[src/rtl/phase_arbiter.sv]
// Traffic/pedestrian phase arbiter: main, side and walk requesters served
// round-robin with minimum green, yellow, all-red clearance and walk timing.
module phase_arbiter #(
    parameter int T_GREEN = 6,
    parameter int T_YEL   = 2,
    parameter int T_CLR   = 1,
    parameter int T_WALK  = 3
) (
    input  logic       clk,
    input  logic       reset,
    input  logic       tick,
    input  logic [2:0] req,
    output logic [1:0] main_light,
    output logic [1:0] side_light,
    output logic       walk_light,
    output logic [2:0] grant,
    output logic [2:0] pending
);

    typedef enum logic [2:0] {INIT, CLR, MAIN_G, MAIN_Y, SIDE_G, SIDE_Y, WALK} state_t;

    localparam logic [1:0] L_OFF = 2'd0, L_GRN = 2'd1, L_YEL = 2'd2, L_RED = 2'd3;

    state_t     state, state_n, arb_state;
    logic [3:0] cnt;
    logic [4:0] ticks_done;
    logic [1:0] rr_ptr, rr_ptr_n, arb_idx;
    logic [2:0] grant_n, pending_n;
    logic [1:0] main_n, side_n;
    logic       walk_n;

    // Ticks elapsed in this phase including the current one; widened so a
    // saturated counter still compares correctly.
    assign ticks_done = {1'b0, cnt} + 5'd1;

    // Round-robin: search upward from the slot after the last grant; the
    // loop runs far-to-near so the nearest pending slot is the last write.
    always_comb begin
        arb_idx = 2'd0;
        for (int k = 3; k >= 1; k--) begin
            if (pending[(int'(rr_ptr) + k) % 3])
                arb_idx = 2'((int'(rr_ptr) + k) % 3);
        end
        case (arb_idx)
            2'd1:    arb_state = SIDE_G;
            2'd2:    arb_state = WALK;
            default: arb_state = MAIN_G;
        endcase
    end

    always_comb begin
        state_n  = state;
        rr_ptr_n = rr_ptr;
        if (tick) begin
            case (state)
                INIT:   state_n = CLR;
                CLR:    if (ticks_done >= 5'(T_CLR)) begin
                            state_n  = arb_state;
                            rr_ptr_n = arb_idx;
                        end
                MAIN_G: if (ticks_done >= 5'(T_GREEN) && (pending[1] || pending[2]))
                            state_n = MAIN_Y;
                SIDE_G: if (ticks_done >= 5'(T_GREEN) && (pending[0] || pending[2]))
                            state_n = SIDE_Y;
                MAIN_Y, SIDE_Y:
                        if (ticks_done >= 5'(T_YEL)) state_n = CLR;
                WALK:   if (ticks_done >= 5'(T_WALK)) state_n = CLR;
                default: state_n = INIT;
            endcase
        end
    end

    // Outputs are decoded from the next state so the registers track the state.
    always_comb begin
        main_n  = L_RED;
        side_n  = L_RED;
        walk_n  = 1'b0;
        grant_n = 3'b000;
        case (state_n)
            INIT:   begin main_n = L_OFF; side_n = L_OFF; end
            MAIN_G: begin main_n = L_GRN; grant_n = 3'b001; end
            MAIN_Y: begin main_n = L_YEL; grant_n = 3'b001; end
            SIDE_G: begin side_n = L_GRN; grant_n = 3'b010; end
            SIDE_Y: begin side_n = L_YEL; grant_n = 3'b010; end
            WALK:   begin walk_n = 1'b1;  grant_n = 3'b100; end
            default: ;
        endcase
    end

    // A request from the requester being served is dropped; a new grant clears its bit.
    assign pending_n = (pending | (req & ~grant)) & ~grant_n;

    always_ff @(posedge clk) begin
        if (reset) begin
            state      <= INIT;
            cnt        <= 4'd0;
            pending    <= 3'b000;
            rr_ptr     <= 2'd2;
            main_light <= L_OFF;
            side_light <= L_OFF;
            walk_light <= 1'b0;
            grant      <= 3'b000;
        end else begin
            state      <= state_n;
            rr_ptr     <= rr_ptr_n;
            pending    <= pending_n;
            main_light <= main_n;
            side_light <= side_n;
            walk_light <= walk_n;
            grant      <= grant_n;
            if (state_n != state)
                cnt <= 4'd0;
            else if (tick && cnt != 4'hF)
                cnt <= cnt + 4'd1;
        end
    end

endmodule

[config.mk]
export PLATFORM = sky130hd
export DESIGN_NAME = phase_arbiter
export DESIGN_NICKNAME = d
export VERILOG_FILES = /design/src/rtl/phase_arbiter.sv
export SDC_FILE = /design/constraint.sdc
export NUM_CORES = 1
export LEC_CHECK = 0
export BUFFER_PORTS_ARGS = -buffer_cell sky130_fd_sc_hd__buf_4
export CORE_ASPECT_RATIO = 1.1
export CORE_UTILIZATION = 55
export CTS_CLUSTER_DIAMETER = 60
export DETAILED_ROUTE_END_ITERATION = 6
export GPL_ROUTABILITY_DRIVEN = 0
export HOLD_SLACK_MARGIN = 0.06
export MAX_ROUTING_LAYER = met4
export PLACE_DENSITY = 0.77
export SLEW_MARGIN = 20
export SYNTH_ARGS = -nofsm -noshare
export SYNTH_HDL_FRONTEND = slang
export SYNTH_SLANG_ARGS = --single-unit
[constraint.sdc]
create_clock -name clk -period 3.1 [get_ports clk]
set_input_delay 0.465 -clock clk [delete_from_list [all_inputs] [get_ports clk]]
set_output_delay 0.465 -clock clk [all_outputs]
set_load 0.02 [all_outputs]
### Word-level counts from Yosys, hierarchy flattened

Index checks and enable logic that the tools add are counted.
Widths: inputs -> output; s select.

| storage, ports and cells | value |
|---|---|
| register bits after elaboration | 20 |
| logic and storage cells | 79 |

| operators by class | value |
|---|---|
| $add $sub $neg | 5 |
| div/mod/pow operators | 3 |
| magnitude comparators | 7 |
| equal/unequal tests | 15 |
| muxes and demuxes | 24 |
| bitwise logic cells | 5 |
| reduce and logical (&&, ||, !) cells | 12 |

Operators with widths:

| kind | count |
|---|---|
| $lt 32x4->1 const B | 3 |
| $mod 32x3->32 const B | 3 |
| $eq 3x3->1 const B | 6 |
| $mux 3 | 6 |
| $pmux 3 s6 | 1 |
| $eq 3x2->1 const B | 4 |
| $pmux 2 s3 | 2 |
| $ge 5x2->1 const B | 2 |
| $pmux 3 s3 | 1 |
| $reduce_or 2->1 | 4 |
| $mux 1 | 7 |
| $add 2x2->3 const B | 2 |
| $and 3x3->3 | 2 |
| $bmux 1 s2 | 3 |
| $logic_not 3->1 | 2 |
| $mux 2 | 3 |
| $not 3->3 | 2 |
| $pmux 3 s2 | 1 |
| $add 4x1->5 const B | 1 |
| $ge 5x1->1 const B | 1 |
| $ge 5x3->1 const B | 1 |
| $add 4x1->4 const B | 1 |
| $ne 4x4->1 const B | 1 |
| $add 2x1->3 const B | 1 |
| 8 further kinds | 11 |

### Depth between registers and ports, before layout

| logic depth | value |
|---|---|
| depth after elaboration | 18 |
| mapped depth | 12 |

### Worst setup path after synthesis

No wires, ideal clock.

| path | value |
|---|---|
| path type | flip-flop to flip-flop |
| start point | register cnt[0] |
| end point | register main_light[0] |
| setup time | 74 ps |
| arrival time | 2285 ps |
| required time | 3026 ps |
| setup slack | 741 ps |
| stages on the path, launching flop included | 8 |
| path buffers | 0 |
| path through | dfxtp_1 -> inv_2 -> ha_1 -> or4_4 -> or3_4 -> a41o_4 -> nand2b_4 -> a31oi_1 |

| between the ends | value |
|---|---|
| longest elaborated chain between the ends | 8 |
| elaborated cells on any way between the ends | 18 |
| those cells by class | 1 x add/sub; 4 x order compare; 2 x eq/ne; 8 x mux; 3 x reduce/logical |

RTL lines:

| what | RTL line | source |
|---|---|---|
| start: declaration | 25 | `logic [3:0] cnt;` |
| start signal: assignment | 114 | `cnt <= cnt + 4'd1;` |
| $add 4x1->5 * | 34 | `assign ticks_done = {1'b0, cnt} + 5'd1;` |
| net ticks_done[0] | 26 | `logic [4:0] ticks_done;` |
| $ge 5x3->1 | 61, 63 |  |
| $logic_and 1x1->1, on equally long branches | 63, 61 |  |
| $mux 3, on equally long branches | 63, 61 |  |
| $pmux 3 s6 * | 55 | `case (state)` |
| $mux 3 * | 54 | `if (tick) begin` |
| $eq 3x2->1 or $logic_not 3->1 (tied branches) | 79 | `case (state_n)` |
| $pmux 2 s3 * | 79 |  |
| end signal: assignment | 107 | `main_light <= main_n;` |
| end: declaration | 13 | `output logic [1:0] main_light,` |

Mark *: on every way through the listed nets, which the timed path passes. The rest lies on a longest branch.
A chain may end at the register's enable or synchronous reset.

### Final worst setup path

| path | value |
|---|---|
| start point | register cnt[0] |
| end point | register cnt[0] |

| between the ends | value |
|---|---|
| longest elaborated chain between the ends | 8 |
| elaborated cells on any way between the ends | 19 |
| those cells by class | 2 x add/sub; 4 x order compare; 2 x eq/ne; 7 x mux; 4 x reduce/logical |

RTL lines:

| what | RTL line | source |
|---|---|---|
| $add 4x1->5 * | 34 |  |
| net ticks_done[0] | 26 |  |
| $ge 5x3->1 | 61, 63 |  |
| $logic_and 1x1->1, on equally long branches | 63, 61 |  |
| $mux 3, on equally long branches | 63, 61 |  |
| $pmux 3 s6 * | 55 |  |
| $mux 3 * | 54 |  |
| $ne 3x3->1 * | 111 | `if (state_n != state)` |
| $reduce_or 2->1 (no line) * | -- |  |

Marked as above.

==> flow_summary.json <==
{
  "place_inst": 183,
  "clockBufferDepth": 2,
  "startpoint_type": "flip-flop",
  "clock_sinks": 20,
  "yosys.area_share.simple": 0.200,
  "antenna_found_initial": 0,
  "drive_gt1_frac": 0.233,
  "hp-class": "primary input to flip-flop",
  "worst_ir_drop_vdd_mv": 0.399,
  "top_usage_layer": "met2",
  "ant_nets": 0,
  "die_x_um": 47.3,
  "portBuffers": 16,
  "drc": 0,
  "drt_iter0_markers": 20,
  "postSynthCellCount": 144,
  "max_slew_margin": 0.624,
  "wl_mm": 2.67,
  "layout_common_cells": "dfxtp_1, buf_4, nor2_1",
  "hold_viol_final": 0,
  "synth.avg_cell_area_sq_um": 8.62,
  "synth_fa_ha_area_frac": 0.0907,
  "synth_edf_count": 0,
  "cts_buffers": 3,
  "synth_top_family_by_area": "compound AO/OA/AOI/OAI gates",
  "ys_seq_area_frac": 0.323,
  "outcome": "finished, final reports clean",
  "grt_max_degree": 17,
  "rows": 17,
  "synth-compound-area-share": 0.271,
  "synthMuxAreaShare": 0.0242,
  "postSynth.asyncResetShare": 0,
  "cts_max_level": 1,
  "cap_violations": 0,
  "fmax_ghz": 0.382,
  "cts_tree": "built",
  "clk_latency_ns": 0.31,
  "finalCritPeriodShare": 0.844,
  "clockRootBuffer": "clkbuf_4",
  "met1_usage": 0.302,
  "dieArea_sq_um": 2450,
  "overflow": 0,
  "start_util": 0.602,
  "syn_nets": 159,
  "antennaDiodeCount": 0,
  "path_class": "flip-flop to flip-flop",
  "yosysWarnings": 0,
  "grtUsageMet3": 0.0590,
  "use_met2": 0.422,
  "crit_arrival_ns": 2.80,
  "synth_area_sq_um": 1240,
  "post_cts_buffers": 0,
  "cp-end-kind": "flip-flop",
  "fin_worst_skew_ns": 0.00486,
  "post_cts_resize_count": 0,
  "critical_path_peak_fanout": 6,
  "setup-violations-final": 0,
  "p_per_area_nw_per_um2": 475,
  "synth-main-ff-cell": "dfxtp_1",
  "ys_ff_latch": 20,
  "worst_pin_slew_ns": 0.555,
  "p_leak_nw": 0.602,
  "synth-xor-area-share": 0.0212,
  "cts_hold_buf": 0,
  "grt_pass1_vias": 988,
  "vias": 1054,
  "fin_tns_setup_ns": 0,
  "final_nets": 175,
  "wl_per_cell_um": 14.3,
  "mostFrequentLayoutCell": "dfxtp_1",
  "firstDrtPassIters": 4,
  "dp_hpwl_mm": 1.92,
  "grt_pass1_wl_mm": 4.28,
  "grt_use_total": 0.256,
  "clk_pin_slew_ns": 0.12,
  "fillCellCount": 192,
  "area_delta_synth_final_pct": 12.0,
  "fin_crit_ns": 2.62,
  "fin_cells": 187,
  "crit_required_ns": 3.28,
  "yosysUniqueCellTypes": 45,
  "vias_per_cell": 5.64,
  "rsz0062_at_grt": "false",
  "slew_viol_final": 0,
  "core_sq_um": 2060,
  "die_h_um": 51.8,
  "io_pins": 17
}
[per-layer routing]
layer  vias to the layer above  part of all wire
met1                       483              0.46
met2                        18              0.50
met3                         7             0.027
li1                        546                 -
met4                         0             0.016
met5                         -                 0
[area by class of cell]
cell class	count	area, sq um	share of cell area
Sequential cell	20	400	0.288
Timing Repair Buffer	16	120	0.0864
Clock buffer	4	36.3	0.0261
Multi-Input combinational cell	107	753	0.542
Inverter	12	45.0	0.0324
Tap cell	28	35.0	0.0252
[report_power, final]
| group | switching [mW] | internal, mW |
|---|---|---|
| combinational | 0.107 | 0.0915 |
| sequential | 0.0256 | 0.280 |
| clock | 0.0842 | 0.0718 |
[Yosys cell counts (2+ instances only)]
master	count	share of area
a31oi_1	5	0.025
nor2b_1	2	0.010
buf_4	2	0.012
nor3_1	3	0.012
nor2_1	14	0.042
nand2b_1	2	0.010
inv_1	11	0.033
xnor2_1	3	0.021
mux2i_1	3	0.024
or3b_2	2	0.014
nand2_1	9	0.027
a21oi_1	10	0.040
dfxtp_1	20	0.32
o21ai_0	11	0.044
o22ai_1	2	0.010
or2_2	3	0.015
o21a_1	4	0.024
ha_1	9	0.091
o22a_2	2	0.016
clkdlybuf4s15_2	2	0.018
[state kept, by name (all words and copies together), names as in the netlist]
register and flops:
pending 3, side_light 2, cnt 4, walk_light 1, rr_ptr 2, grant 3, main_light 2, state 3
[logic make-up after synthesis]
kind of cell | after synthesis
simple gates | 45
flops | 20
fa+ha+maj | 9
xor+xnor | 3
compound gates | 47
buf+inv | 17
mux | 3
[through the flow]
step / power, mW / utilization / hold slack [ns] / cell area [sq um] / setup WS (ns)
4_1_cts: 0.659 / 0.674 / 0.388 / 1390 / 0.493
3_3_place_gp: 0.501 / 0.656 / 0.516 / 1350 / 0.568
2_1_floorplan: 0.455 / - / 0.497 / 1240 / 0.741
5_1_grt: 0.697 / 0.674 / 0.383 / 1390 / 0.255
3_5_place_dp: 0.506 / 0.656 / 0.532 / 1350 / 0.532
6_report: 0.660 / 0.674 / 0.386 / 1390 / 0.484
[worst max-delay path, cell delays in order, from the launching register on]
cell and delay, ns:
dfxtp_1 0.44, inv_2 0.10, ha_1 0.37, or2_2 0.31, a311oi_1 0.28, a221o_1 0.25, a21oi_1 0.08, o311ai_1 0.52
nor2_1 0.14
[final timing paths]
check            start   endpoint  slack, ns  cells past startpoint
max             cnt[0]     cnt[0]       0.48                      8
min              reset   state[0]       0.39                      2
max reg2reg     cnt[0]     cnt[0]       0.48                      8
min reg2reg  rr_ptr[1]  rr_ptr[1]       0.54                      2
No activity file was read; power rests on OpenSTA's default activity.
